**src/rtl/pri_arb_pkg.sv**
```systemverilog
// Shared definitions for the registered N-way priority / round-robin arbiter.
// The arbiter top, its rotate encoder and the invariant checker all import this package.
package pri_arb_pkg;

  // Arbitration mode, sampled only when a new winner is chosen.
  localparam logic MODE_FIXED = 1'b0;  // highest index always wins
  localparam logic MODE_RR    = 1'b1;  // search starts at the rotating pointer

  // Controller state: either no grant is active or one requester owns the resource.
  typedef enum logic {
    ST_IDLE  = 1'b0,
    ST_GRANT = 1'b1
  } arb_state_e;

endpackage : pri_arb_pkg

```
**src/rtl/pri_rotate_enc.sv**
```systemverilog
// Combinational descending priority search with wrap-around.
// Searches req from bit 'start' downward, wrapping from 0 to N-1, and returns the
// first set bit. The search order is produced by rotating a doubled request vector
// so that bit 'start' lands on the MSB, then a plain MSB-first priority scan is used.
module pri_rotate_enc
  import pri_arb_pkg::*;
#(
  parameter int N = 8,
  parameter int W = $clog2(N)
) (
  input  logic [N-1:0] req,
  input  logic [W-1:0] start,
  output logic [W-1:0] idx,
  output logic         found
);

  // N as a (W+1)-bit value, used to fold the rotated position back into 0..N-1.
  localparam logic [W:0] N_EXT = (W+1)'(N);
  localparam logic [W:0] ONE_EXT = {{W{1'b0}}, 1'b1};

  logic [N-1:0] rot_s;   // rot_s[j] = req[(j + start + 1) mod N]; rot_s[N-1] = req[start]
  logic [W-1:0] hit_s;   // position of the highest set bit in rot_s
  logic [W:0]   sum_s;   // hit_s + start + 1 before the modulo fold

  // Rotate, scan MSB-first, then map the rotated position back to a requester index.
  always_comb begin
    rot_s = N'({req, req} >> ({1'b0, start} + ONE_EXT));
    found = |rot_s;

    // Ascending loop: the last set bit seen is the highest one, i.e. the winner.
    hit_s = {W{1'b0}};
    for (int j = 0; j < N; j++) begin
      if (rot_s[j]) begin
        hit_s = W'(j);
      end else begin
        hit_s = hit_s;
      end
    end

    // hit_s + start + 1 is at most 2N-1, so one conditional subtraction suffices.
    sum_s = {1'b0, hit_s} + {1'b0, start} + ONE_EXT;
    if (sum_s >= N_EXT) begin
      idx = W'(sum_s - N_EXT);
    end else begin
      idx = sum_s[W-1:0];
    end
  end

endmodule : pri_rotate_enc

```
**src/rtl/pri_arbiter.sv**
```systemverilog
// Registered N-way arbiter with fixed-priority (MSB highest) or round-robin selection.
// A grant is held until the owner acks or withdraws its request; on release the next
// winner is loaded at the same edge with the released requester masked, so there are
// no bubbles while other requesters are waiting.
module pri_arbiter
  import pri_arb_pkg::*;
#(
  parameter int N = 8,
  parameter int W = $clog2(N)
) (
  input  logic         clk,
  input  logic         rst_n,
  input  logic [N-1:0] req,
  input  logic         mode,
  input  logic         ack,
  output logic [N-1:0] gnt,
  output logic [W-1:0] gnt_idx,
  output logic         valid
);

  localparam logic [W-1:0] TOP_IDX    = W'(N - 1);
  localparam logic [N-1:0] ONE_HOT_B0 = {{(N-1){1'b0}}, 1'b1};

  // Pointer that follows a new winner: one below it, wrapping 0 to N-1.
  function automatic logic [W-1:0] next_ptr(input logic [W-1:0] winner);
    logic [W-1:0] res;
    if (winner == {W{1'b0}}) begin
      res = TOP_IDX;
    end else begin
      res = winner - {{(W-1){1'b0}}, 1'b1};
    end
    return res;
  endfunction

  arb_state_e   state_q, state_d;
  logic [W-1:0] ptr_q, ptr_d;
  logic [N-1:0] gnt_q, gnt_d;
  logic [W-1:0] idx_q, idx_d;
  logic         valid_q, valid_d;

  logic         release_s;   // current owner acked or dropped its request
  logic [N-1:0] enc_req_s;   // request vector seen by the encoder
  logic [W-1:0] start_s;     // first index examined by the encoder
  logic [W-1:0] win_idx_s;
  logic         win_found_s;

  // Encoder inputs: the current owner is masked out so a release hands over to someone else.
  always_comb begin
    if (state_q == ST_GRANT) begin
      enc_req_s = req & ~gnt_q;
    end else begin
      enc_req_s = req;
    end

    if (mode == MODE_RR) begin
      start_s = ptr_q;
    end else begin
      start_s = TOP_IDX;
    end

    // Ack and withdrawal together still count as a single release.
    if (state_q == ST_GRANT) begin
      release_s = ack | ~req[idx_q];
    end else begin
      release_s = 1'b0;
    end
  end

  pri_rotate_enc #(
    .N (N),
    .W (W)
  ) u_enc (
    .req   (enc_req_s),
    .start (start_s),
    .idx   (win_idx_s),
    .found (win_found_s)
  );

  // Next-state and next-output logic; defaults hold the current grant.
  always_comb begin
    state_d = state_q;
    ptr_d   = ptr_q;
    gnt_d   = gnt_q;
    idx_d   = idx_q;
    valid_d = valid_q;

    case (state_q)
      ST_IDLE: begin
        if (win_found_s) begin
          state_d = ST_GRANT;
          ptr_d   = next_ptr(win_idx_s);
          gnt_d   = ONE_HOT_B0 << win_idx_s;
          idx_d   = win_idx_s;
          valid_d = 1'b1;
        end else begin
          state_d = ST_IDLE;
          gnt_d   = {N{1'b0}};
          idx_d   = {W{1'b0}};
          valid_d = 1'b0;
        end
      end

      ST_GRANT: begin
        if (!release_s) begin
          // Owner keeps the resource; mode and other requests are ignored.
          state_d = ST_GRANT;
        end else if (win_found_s) begin
          // Back-to-back handover to the next winner.
          state_d = ST_GRANT;
          ptr_d   = next_ptr(win_idx_s);
          gnt_d   = ONE_HOT_B0 << win_idx_s;
          idx_d   = win_idx_s;
          valid_d = 1'b1;
        end else begin
          state_d = ST_IDLE;
          gnt_d   = {N{1'b0}};
          idx_d   = {W{1'b0}};
          valid_d = 1'b0;
        end
      end

      default: begin
        state_d = ST_IDLE;
        ptr_d   = TOP_IDX;
        gnt_d   = {N{1'b0}};
        idx_d   = {W{1'b0}};
        valid_d = 1'b0;
      end
    endcase
  end

  // State and output registers with synchronous active-low reset.
  always_ff @(posedge clk) begin
    if (!rst_n) begin
      state_q <= ST_IDLE;
      ptr_q   <= TOP_IDX;
      gnt_q   <= {N{1'b0}};
      idx_q   <= {W{1'b0}};
      valid_q <= 1'b0;
    end else begin
      state_q <= state_d;
      ptr_q   <= ptr_d;
      gnt_q   <= gnt_d;
      idx_q   <= idx_d;
      valid_q <= valid_d;
    end
  end

  assign gnt     = gnt_q;
  assign gnt_idx = idx_q;
  assign valid   = valid_q;

endmodule : pri_arbiter

```
**config.mk**
```make
export PLATFORM = sky130hd
export DESIGN_NAME = pri_arbiter
export DESIGN_NICKNAME = d
export VERILOG_FILES = /design/src/rtl/pri_arb_pkg.sv /design/src/rtl/pri_rotate_enc.sv /design/src/rtl/pri_arbiter.sv
export SDC_FILE = /design/constraint.sdc
export NUM_CORES = 1
export LEC_CHECK = 0
export BUFFER_PORTS_ARGS = -buffer_cell sky130_fd_sc_hd__buf_2
export CORE_MARGIN = 3
export CORE_UTILIZATION = 55
export DETAILED_ROUTE_END_ITERATION = 8
export HOLD_SLACK_MARGIN = 0.05
export PLACE_DENSITY = 0.79
export SYNTH_ARGS = -nofsm -noshare
export SYNTH_HDL_FRONTEND = slang
export SYNTH_SLANG_ARGS = --single-unit
```
**constraint.sdc**
```tcl
create_clock -name clk -period 4.9 [get_ports clk]
set_clock_uncertainty 0.1 [all_clocks]
set_input_delay 0.49 -clock clk [delete_from_list [all_inputs] [get_ports clk]]
set_output_delay 0.49 -clock clk [all_outputs]
set_load 0.05 [all_outputs]
```
==> summary by stage <==
Status
The flow ran to the end, and the final reports show no timing, DRC or antenna violations.

Yosys
The register bit count reported by yosys is 16. Of the total synthesized cell area, the portion taken by XOR and XNOR cells is 0. During synthesis, Yosys emitted a total of 0 warnings. The share of synthesized area in the top cell type comes to 0.242. The synthesized cell area is 1320 sq um. Dividing the synthesized area by the synthesized cell count gives 9.01 sq um. Counting every instance in the synthesized netlist gives 147. The area fraction in and, or, nand and nor cells after synthesis is 0.254.

The cell taking the most area after synthesis is dfxtp_1. The share of cell area taken by muxes after synthesis is 0.118. Of the total synthesized cell area, the portion taken by full adders, half adders and majority gates is 0.0718. The sequential-to-total area share from yosys stat is 0.242.

The most used flip-flop cell after synthesis is dfxtp_1. The net count after synthesis is 166. The count of cell types in the netlist is 44. After synthesis, the largest family of logic cells by area is compound AO/OA/AOI/OAI gates. After synthesis, the cell types taking the most area are dfxtp_1 (24%), mux4_2 (10%), a21boi_1 (7.9%). The fraction of registers with async set/reset is 0. The fraction of the mapped netlist area in compound gates is 0.258.

The count of flip-flops with a built-in enable after synthesis is 0.

Floorplan
The vertical die dimension is 55.1 um. The core box area is 2250 sq um. The count of standard-cell rows is 17.

The boundary pin count is 24. The die area is 3030 sq um. The effective utilization at floorplan is 0.587.

The horizontal die dimension is 55.1 um.

Routing
The routed design has 3420 um of wire. The detailed router finished its first iteration with 35 violations. In the routed layout, each cell is associated on average with a via count of 6.45.

The routed layout has 1251 vias. The remaining design rule violation count is 0. The mean routed wirelength per cell is 17.6 um. The first TritonRoute pass finished after 4 iterations.

The residual antenna-violating net count after detailed routing is 0.

Power and ir drop
The share of total power dissipated in combinational logic is 0.645. The switching power of the nets is 0.000451 W. For this design the ratio of total power to cell area is 604 nW/um^2.

The internal power of the cells is 0.000426 W. The share of total power dissipated in sequential elements is 0.255. Of the total power, the share spent switching nets is 0.514. The design draws 0.000877 W. Of the total power, the clock network draws 0.099. For this design the static power due to leakage is 0.596 nW.

The maximum VDD drop is 443 uV.

Cells and area
The finished cells cover 1450 sq um. The post-synthesis to final-layout area growth is 9.64%. The number of antenna cells inserted is 0. The final-layout fill cell count is 205. In the final layout, the share of cells above drive strength 1 is 0.241. The net count of the finished layout is 186.

Placed design
Routability-driven placement finished with a final weighted congestion of 0.839. The post-detailed-placement cell area is 1420 sq um. Input and output buffers added on the ports amount to 23. After legalization and detailed placement, the total HPWL measured 2610 um.

Global routing
The number of antenna violations at the first check in global routing is 0. The via count of the first global-routing pass came to 1093. After global routing the overflow that remains totals 0. For this run, the total global-route usage over all layers was measured as 0.240.

The global-route wire length before repair is 5230 um. The largest net degree at the start of global routing is 17.

Setup path
The worst-path maximum fanout is 12. The worst reg2reg path endpoint is ptr_q[2]$_SDFFE_PN1P_. The critical-path cell with the highest stage delay is mux4_2.

The critical path is of the register to register type. The data arrival time at the worst-slack endpoint is 4.10 ns. On the worst path, the slowest cell contributes a delay of 0.67 ns.

STA classifies the critical path endpoint as a register. STA classifies the critical path startpoint as a register. Setup slack on the worst reg-to-reg path comes out at 0.88 ns. Traced cell by cell, the critical path runs through nor2b_1, mux4_2, nor2_1, o31ai_1, a21oi_1, o32ai_1, ha_1, fa_1, a311oi_1, and4b_1, and2_1, o311ai_1. The worst reg-to-reg path cell count is 12.

The number of buffer and inverter stages on the critical path is 0. The cell class contributing the biggest share of worst-path delay is simple AND/OR/NAND/NOR gates. At the worst endpoint, the required time is 4.98 ns. The launching point of the worst reg2reg path is ptr_q[0]$_SDFFE_PN1P_.

Timing
The sum of negative setup slack is 0 ns. The number of failing hold endpoints at the final stage came to 0. The final setup violation count is 0.

For the pin with the worst max-slew slack, the measured transition is 0.783 ns. Timing would allow up to 249 MHz. Dividing the final minimum period by the clock period gives 0.820. Setup repair after global routing left no endpoint under its margin.

The max-slew headroom at the worst pin is 0.477. The smallest clock period supported by the final layout is computed as 4.02 ns. The count of final max-slew check failures was 0.

Worst hold path
In this run the most critical hold path is launched from valid$_SDFFE_PN0N_. The capture endpoint of the worst hold path is valid$_SDFFE_PN0N_. The class of the tightest hold or removal check is register to register. Along the worst hold path, the cell count comes to 1.

Clock tree
Buffers inserted during clock tree synthesis total 3. For the worst-skew pair, the clock arrives at the later sink with an insertion delay of 0.29 ns. The maximum buffer depth of the clock tree is 2. The cts-stage hold buffer count is 0. After clock tree synthesis, the setup repair step added 0 buffers. The clock transition at the register clock pins on the worst setup and hold paths after CTS is 0.10 ns. The post-cts repair resize count is 0.

The number of H-tree branching levels is 1. The tree is rooted in a clkbuf_4. The CTS tree is done. Clock tree synthesis found a total of 16 sinks.

Job
Across the run, the number of max-cap violations was 0.
metrics by stage:
stage	worst slack, ns	hold WS [ns]	utilization	cells
2_1_floorplan	1.49	0.361	-	147
6_report	0.880	0.378	0.644	194
3_3_place_gp	0.852	0.353	0.628	190
3_5_place_dp	0.651	0.359	0.628	190
4_1_cts	0.888	0.380	0.644	194
5_1_grt	0.602	0.396	0.644	194
cell usage in the layout, fill, tap and decap left out, types with 3 or more instances in the layout:
cell type	n
buf_2	23
nand2_1	17
dfxtp_1	16
a21boi_1	14
mux4_2	6
nand4_1	6
nand3_1	6
ha_1	6
nor2_1	5
a22o_1	4
inv_1	4
a21oi_1	4
and2_1	4
nand4b_1	4
nor2b_1	3
nand2b_1	3
a21boi_0	3
o21ai_0	3
clkbuf_4	3
kinds of logic (layout without fill, tap and decap cells):
kind of cell	Yosys count	after routing
AOI/OAI and AO/OA	45	45
buffers and inverters	12	31
adders and majority gates	7	7
muxes	8	8
and+or+nand+nor	59	59
DFF	16	16
sequential cells by signal, indices dropped and copies added, names as in the netlist:
register / count
gnt_idx: 3
valid: 1
gnt: 8
state_q: 1
ptr_q: 3
synthesized netlist by cell type, types with 3 or more instances:
| master | instances |
|---|---|
| a21boi_0 | 3 |
| a21boi_1 | 14 |
| a21oi_1 | 4 |
| a22o_1 | 4 |
| and2_1 | 4 |
| buf_6 | 3 |
| dfxtp_1 | 16 |
| ha_1 | 6 |
| inv_1 | 4 |
| mux4_2 | 6 |
| nand2_1 | 17 |
| nand2b_1 | 3 |
| nand3_1 | 6 |
| nand4_1 | 6 |
| nand4b_1 | 4 |
| nor2_1 | 5 |
| nor2b_1 | 3 |
| o21ai_0 | 3 |
how the worst max path moves through the flow:
stage                                     start                     to  slack [ns]  depth (start not counted)
after CTS                 ptr_q[0]$_SDFFE_PN1P_  ptr_q[2]$_SDFFE_PN1P_        0.89                         12
final                     ptr_q[0]$_SDFFE_PN1P_  ptr_q[2]$_SDFFE_PN1P_        0.88                         12
after floorplan             gnt[4]$_SDFFE_PN0N_    gnt[0]$_SDFFE_PN0N_        1.49                         13
after global routing      ptr_q[0]$_SDFFE_PN1P_  ptr_q[2]$_SDFFE_PN1P_        0.60                         12
after global placement                     mode  ptr_q[2]$_SDFFE_PN1P_        0.85                         14
after detailed placement                   mode  ptr_q[2]$_SDFFE_PN1P_        0.65                         13
final cells by class:
cell class / instances / area, sq um / area share
multi-input cells: 119 / 930 / 0.641
flip-flops and latches: 16 / 320 / 0.221
repair buffers: 23 / 115 / 0.0793
clock buffers: 4 / 36.3 / 0.0250
well taps: 28 / 35.0 / 0.0241
inverters: 4 / 15.0 / 0.0103
power groups by stage:
stage | logic [W] | clock network [W] | registers, W
floorplan | 0.000381 | 0 | 0.000299
global placement | 0.000544 | 0 | 0.000222
detailed placement | 0.000559 | 0 | 0.000225
CTS | 0.000561 | 0.0000890 | 0.000222
global route | 0.000615 | 0.0000956 | 0.000228
finish | 0.000566 | 0.0000872 | 0.000224
routing by layer:
layer | up-vias | wire length, um | global-route usage
met5 | - | 0 | 0
met4 | 0 | 12 | 0.0364
met3 | 2 | 230 | 0.0402
met2 | 47 | 1760 | 0.398
met1 | 607 | 1420 | 0.333
li1 | 595 | - | -
No activity file was read; power rests on OpenSTA's default activity.
